===== config.mk =====
export PLATFORM = sky130hd
export DESIGN_NAME = hazard_scoreboard_flat
export DESIGN_NICKNAME = d
export VERILOG_FILES = /design/src/rtl/hazard_scoreboard_if.sv /design/src/rtl/hazard_scoreboard.sv /design/src/flat_wrapper.sv
export SDC_FILE = /design/constraint.sdc
export NUM_CORES = 1
export LEC_CHECK = 0
export ABC_CLOCK_PERIOD_IN_PS = 8700
export CORE_ASPECT_RATIO = 1.2
export CORE_UTILIZATION = 54
export DETAILED_ROUTE_END_ITERATION = 6
export GPL_TIMING_DRIVEN = 0
export PLACE_DENSITY = 0.74
export SYNTH_ARGS = -nofsm -noshare
export SYNTH_HDL_FRONTEND = slang
export SYNTH_SLANG_ARGS = --single-unit

===== constraint.sdc =====
create_clock -name clk -period 8.7 [get_ports clk]
set_input_delay 1.305 -clock clk [delete_from_list [all_inputs] [get_ports clk]]
set_output_delay 1.305 -clock clk [all_outputs]
set_load 0.01 [all_outputs]

===== src/rtl/hazard_scoreboard_if.sv =====
// ============================================================================
// hazard_scoreboard_if : issue/retire/status bundle for the hazard scoreboard
// Rev 1.0 ; Err member present only when SCOREBOARD_ERR_EN is defined
// ============================================================================
`default_nettype none

interface hazard_scoreboard_if #(
  parameter int MAX_OUT = 4
);
  localparam int CW = $clog2(MAX_OUT + 1);

  logic          IssueValid;
  logic          IssueRegWrite;
  logic          IssueLongLat;
  logic [4:0]    IssueRd;
  logic          Reg1Use;
  logic          Reg2Use;
  logic [4:0]    Reg1;
  logic [4:0]    Reg2;
  logic          RetireValid;
  logic [4:0]    RetireRd;
  logic          Stall;
  logic [CW-1:0] Outstanding;
  logic          Busy;
`ifdef SCOREBOARD_ERR_EN
  logic          Err;
`endif

  modport master (
    output IssueValid, IssueRegWrite, IssueLongLat, IssueRd,
    output Reg1Use, Reg2Use, Reg1, Reg2,
    output RetireValid, RetireRd,
    input  Stall, Outstanding, Busy
`ifdef SCOREBOARD_ERR_EN
    , input Err
`endif
  );

  modport slave (
    input  IssueValid, IssueRegWrite, IssueLongLat, IssueRd,
    input  Reg1Use, Reg2Use, Reg1, Reg2,
    input  RetireValid, RetireRd,
    output Stall, Outstanding, Busy
`ifdef SCOREBOARD_ERR_EN
    , output Err
`endif
  );
endinterface

`default_nettype wire


===== src/rtl/hazard_scoreboard.sv =====
// ============================================================================
// hazard_scoreboard : RAW/WAW/capacity stall logic for long-latency writes
// Rev 1.0 ; optional sticky Err output enabled by macro SCOREBOARD_ERR_EN
// ============================================================================
`default_nettype none

module hazard_scoreboard #(
  parameter int MAX_OUT = 4
) (
  input  wire logic           clk,
  input  wire logic           rst,
  hazard_scoreboard_if.slave  bus
);
  localparam int            CW    = $clog2(MAX_OUT + 1);
  localparam logic [CW-1:0] C_MAX = CW'(MAX_OUT);

  logic [31:0]   r_pending;
  logic [CW-1:0] r_count;
  logic [31:0]   w_pending_nxt;
  logic [CW-1:0] w_count_nxt;
  logic          w_hit1, w_hit2, w_hit_rd;
  logic          w_raw1, w_raw2, w_waw, w_full;
  logic          w_stall, w_accept, w_retire;

  // A same-cycle retire of the register is forwarded, so it is not a hazard.
  assign w_hit1   = r_pending[bus.Reg1] & (bus.Reg1 != 5'd0) &
                    ~(bus.RetireValid & (bus.RetireRd == bus.Reg1));
  assign w_hit2   = r_pending[bus.Reg2] & (bus.Reg2 != 5'd0) &
                    ~(bus.RetireValid & (bus.RetireRd == bus.Reg2));
  assign w_hit_rd = r_pending[bus.IssueRd] & (bus.IssueRd != 5'd0) &
                    ~(bus.RetireValid & (bus.RetireRd == bus.IssueRd));

  assign w_raw1   = bus.Reg1Use & w_hit1;
  assign w_raw2   = bus.Reg2Use & w_hit2;
  assign w_waw    = bus.IssueRegWrite & w_hit_rd;
  assign w_full   = bus.IssueRegWrite & bus.IssueLongLat & (bus.IssueRd != 5'd0) &
                    (r_count == C_MAX) & ~bus.RetireValid;

  assign w_stall  = bus.IssueValid & (w_raw1 | w_raw2 | w_waw | w_full);
  assign w_accept = bus.IssueValid & ~w_stall & bus.IssueRegWrite &
                    bus.IssueLongLat & (bus.IssueRd != 5'd0);
  assign w_retire = bus.RetireValid & r_pending[bus.RetireRd];

  always_comb begin
    w_pending_nxt = r_pending;
    if (w_retire) w_pending_nxt[bus.RetireRd] = 1'b0;
    // Set after clear so a same-register accept keeps the bit.
    if (w_accept) w_pending_nxt[bus.IssueRd] = 1'b1;
    w_pending_nxt[0] = 1'b0;
  end

  always_comb begin
    w_count_nxt = r_count;
    if (w_accept && !w_retire && (r_count != C_MAX))
      w_count_nxt = r_count + CW'(1);
    else if (!w_accept && w_retire && (r_count != '0))
      w_count_nxt = r_count - CW'(1);
  end

  always_ff @(posedge clk or posedge rst) begin
    if (rst) begin
      r_pending <= '0;
      r_count   <= '0;
    end else begin
      r_pending <= w_pending_nxt;
      r_count   <= w_count_nxt;
    end
  end

`ifdef SCOREBOARD_ERR_EN
  logic r_err;

  always_ff @(posedge clk or posedge rst) begin
    if (rst)
      r_err <= 1'b0;
    else if ((bus.RetireValid && !r_pending[bus.RetireRd]) ||
             (w_accept && !w_retire && (r_count == C_MAX)))
      r_err <= 1'b1;
  end

  assign bus.Err = r_err;
`endif

  assign bus.Stall       = w_stall;
  assign bus.Outstanding = r_count;
  assign bus.Busy        = (r_count != '0);

endmodule

`default_nettype wire


===== src/flat_wrapper.sv =====
// flat-port wrapper written by rule: the top's interface ports become plain ports
module hazard_scoreboard_flat 
#(
  parameter int MAX_OUT = 4
)
  (clk, rst, bus_IssueValid, bus_IssueRegWrite, bus_IssueLongLat, bus_IssueRd, bus_Reg1Use, bus_Reg2Use, bus_Reg1, bus_Reg2, bus_RetireValid, bus_RetireRd, bus_Stall, bus_Outstanding, bus_Busy);
  hazard_scoreboard_if #(.MAX_OUT(MAX_OUT)) bus_i ();
  input  wire logic clk;
  input  wire logic rst;
  input wire logic [$bits(bus_i.IssueValid)-1:0] bus_IssueValid;
  input wire logic [$bits(bus_i.IssueRegWrite)-1:0] bus_IssueRegWrite;
  input wire logic [$bits(bus_i.IssueLongLat)-1:0] bus_IssueLongLat;
  input wire logic [$bits(bus_i.IssueRd)-1:0] bus_IssueRd;
  input wire logic [$bits(bus_i.Reg1Use)-1:0] bus_Reg1Use;
  input wire logic [$bits(bus_i.Reg2Use)-1:0] bus_Reg2Use;
  input wire logic [$bits(bus_i.Reg1)-1:0] bus_Reg1;
  input wire logic [$bits(bus_i.Reg2)-1:0] bus_Reg2;
  input wire logic [$bits(bus_i.RetireValid)-1:0] bus_RetireValid;
  input wire logic [$bits(bus_i.RetireRd)-1:0] bus_RetireRd;
  output wire logic [$bits(bus_i.Stall)-1:0] bus_Stall;
  output wire logic [$bits(bus_i.Outstanding)-1:0] bus_Outstanding;
  output wire logic [$bits(bus_i.Busy)-1:0] bus_Busy;
  assign bus_i.IssueValid = bus_IssueValid;
  assign bus_i.IssueRegWrite = bus_IssueRegWrite;
  assign bus_i.IssueLongLat = bus_IssueLongLat;
  assign bus_i.IssueRd = bus_IssueRd;
  assign bus_i.Reg1Use = bus_Reg1Use;
  assign bus_i.Reg2Use = bus_Reg2Use;
  assign bus_i.Reg1 = bus_Reg1;
  assign bus_i.Reg2 = bus_Reg2;
  assign bus_i.RetireValid = bus_RetireValid;
  assign bus_i.RetireRd = bus_RetireRd;
  assign bus_Stall = bus_i.Stall;
  assign bus_Outstanding = bus_i.Outstanding;
  assign bus_Busy = bus_i.Busy;
  hazard_scoreboard #(.MAX_OUT(MAX_OUT)) u_core (.clk(clk), .rst(rst), .bus(bus_i));
endmodule

==> impl_results.md <==
* Run status: finished, final reports clean
* Sink Count at 34
* Cell count after synthesis at between 300 and 400
* Routed len/inst at between 20 and 25 µm
* CTS tree: done
* Nets at 378
* Layout cells sized above 1 at 14.86%
* DRT Wirelength at just over 9000 µm
* DRT iter0 DRCs at 242
* Post-synthesis cell area at 3004 µm²
* FMAX at roughly 190 MHz
* H-Tree Depth at 2
* Worst R2R Setup Slack at about 5.6 ns
* Reg area at 850.8 µm²
* Tightest Pin Transition at ~0.69 ns
* Leakage at between 0.001 and 0.0015 µW
* Hold WC Path Type: flop to flop
* Sequential area share after synthesis at roughly 28%
* Placed insts at approximately 400
* Syn nets at roughly 350
* Setup TNS Final at 0 ns
* CP Capture Type: primary output
* Startpoint Class: input pin
* Largest net degree at the start of global routing at 35
* I/O Pins at 33
* HPWL Detailed at between 6000 and 7000 µm
* Most frequent cells in the layout: o21ai_0 (43), mux2i_1 (35), dfrtp_1 (34)
* Clk Latency, worst-skew pair at 0.30 ns
* CTS resizes at 0
* Commonest non-fill, non-tap cell in the layout: o21ai_0
* GPL Wtd Cong at 0.9194
* Area of the multi-input gates at 2013 µm²
* Synth async-reset ratio at 100.0%
* Initial antenna violation count at 0
* Fin. Hold Viols at 0
* Die H at ~84 µm
* Top_reg_cell synth: dfrtp_1
* Crit path kind: input pin to primary output
* Relative slew slack at 54.07%
* Final design utilization at 65.24%
* Full die area at 5867 µm²
* Post-synth EDFFs at 0
* Post-CTS Setup Repair Bufs at 0
* Overall Power at slightly below 600 µW
* Core box area at 5334 µm²
* Die W at ~70 µm
* CP Max Fanout at 10
* Vias in the first global route at about 2,800
* Via/cell ratio at approximately 6.9
* Flops & latches, synth at 34
* Non-filler cells, final at a little over 400
* Total track usage at between 30% and 40%
* DRC Markers at 0
* First-pass GRT wire length at 14,860 µm
* Final worst path period share at ~62%
* Final instance area at 3480 µm²
* # fillers at 472
* Count of final max-slew check failures at 0
* Post-route ant nets at 0
* GRT overflow at 0
* Vias at roughly 2,800
* Crit Reg-Reg Startpoint: u_core.r_pending[21]
* Syn. warnings at 0
* Max Cap Viol at 0
* RSZ-0062 raised after global routing: false
* Worst IR drop on VDD at ~0.12 mV
* Synth cell types at 50
* Pre-antenna DRT Iters at 5
* HP Start: u_core.r_pending[17]
* Worst Path Required at ~7.4 ns
* R2R depth at 10
* Capture point of the worst reg-to-reg path: u_core.bus.Outstanding[2]
* Post-CTS Hold Fix Bufs at 0
* P&R area growth vs syn at 15.83%
* Max Clock Skew at approximately 0.014 ns
* Worst hold path cell count at 2
* Cts bufs inserted at 5
* Starting density of the core at around 56%
* Placed Area at 3342 µm²
* Mean post-synth cell area at ~9.5 µm²
* # port buffers at 26
* N_diodes at 0
* Row count at 29
* Crit path DAT at about 4.1 ns
* Min Clock Period, post-route at approximately 5.4 ns
* Power Density at 166.1 nW/µm²
* Setup violations, final at 0
* Clock root buffer: clkbuf_8
* CTS max path bufs at 2
* Hold Crit Endpoint: u_core.r_pending[17]
* Clk pin slew, worst setup/hold paths at 0.07 ns
[report_power, final]
part / switching (µW) / internal (µW) / leakage, µW
registers: 33.9 / 180 / 0.000462
logic: 87.4 / 96.3 / 0.000782
clock network: 65.7 / 115 / 0.0000683
[state kept, by name (all words and copies together) (netlist names)]
name,count
u_core.bus.Outstanding,3
u_core.r_pending,31
[Yosys cell counts (2+ instances only)]
cell type	instances	area, µm²
nand4_1	5	31.28
mux2_2	7	78.83
clkbuf_1	9	33.78
a21oi_1	3	15.01
buf_1	2	7.510
xnor2_1	14	122.6
nor3_1	3	15.01
nor2b_1	4	25.02
a22oi_1	2	15.01
dfrtp_1	34	850.8
nand2b_1	6	37.54
nor3b_1	2	15.01
or3b_2	2	17.52
o31a_1	2	17.52
inv_1	5	18.77
or3b_1	4	35.03
nand3b_1	10	75.07
mux4_2	14	315.3
or2_2	4	25.02
or3_1	5	31.28
nand3_1	5	25.02
o21ai_0	43	215.2
mux2i_1	35	350.3
nor2_1	12	45.04
o31ai_1	2	15.01
o211ai_1	2	15.01
xor2_1	3	26.28
o21ai_2	2	17.52
buf_2	4	20.02
o21ai_1	21	105.1
o22ai_1	7	43.79
nand2_1	18	67.56
o21a_1	2	15.01
a32oi_1	2	17.52
buf_6	2	22.52
buf_4	5	37.54
[final cells by class]
type | instances | area share, %
repair buffers | 26 | 7.479
inverters | 5 | 0.5394
multi-input cells | 255 | 57.86
clock buffers | 5 | 1.978
plain buffers | 22 | 3.488
flip-flops and latches | 34 | 24.45
well taps | 62 | 2.229
clock inverters | 3 | 1.978
[cells by family after synthesis]
kind of cell / after synthesis / share of synthesized area [%]
flops: 34 / 28.32
buf+inv: 27 / 4.665
fa+ha+maj: 1 / 0.6664
mux: 57 / 25.66
compound gates: 95 / 19.45
xor+xnor: 17 / 4.957
simple gates: 85 / 16.28
[critical path, cell delays in order]
cell and delay, ns:
clkdlybuf4s50_1 0.57, clkbuf_1 0.49, xnor2_1 0.18, nand4_1 0.10, nor3_1 0.47, nor2_1 0.10
a21oi_1 0.13, nor2_1 0.05, o21a_1 0.18, clkdlybuf4s50_1 0.47
[metal layers]
layer | vias up | track usage, % | part of all wire (%) | wire length (µm)
met2 | 172 | 53.93 | 49 | 4460
met1 | 1379 | 42.78 | 39 | 3503
met3 | 21 | 5.072 | 8.7 | 789
met4 | 0 | 15.27 | 3.3 | 295
met5 | - | 0 | 0 | 0
li1 | 1266 | - | - | -
[worst max path at each step]
| stage | from | slack, ns | cells after the start | end |
|---|---|---|---|---|
| detailed placement | bus_RetireRd[2] | 3.39 | 10 | bus_Stall |
| global placement | bus_RetireRd[2] | 3.41 | 10 | bus_Stall |
| global route | bus_RetireRd[2] | 3.14 | 10 | bus_Stall |
| finish | bus_RetireRd[2] | 3.33 | 10 | bus_Stall |
| floorplan | bus_IssueRd[1] | 4.60 | 9 | bus_Stall |
| CTS | bus_RetireRd[2] | 3.37 | 10 | bus_Stall |
[per-stage QoR]
step / worst slack, ns / hold WS, ns
2_1_floorplan: 4.598 / 0.5220
3_3_place_gp: 3.415 / 0.5694
3_5_place_dp: 3.386 / 0.5751
4_1_cts: 3.373 / 0.5935
5_1_grt: 3.141 / 0.6291
6_report: 3.327 / 0.5924
No activity file was read; power rests on OpenSTA's default activity.
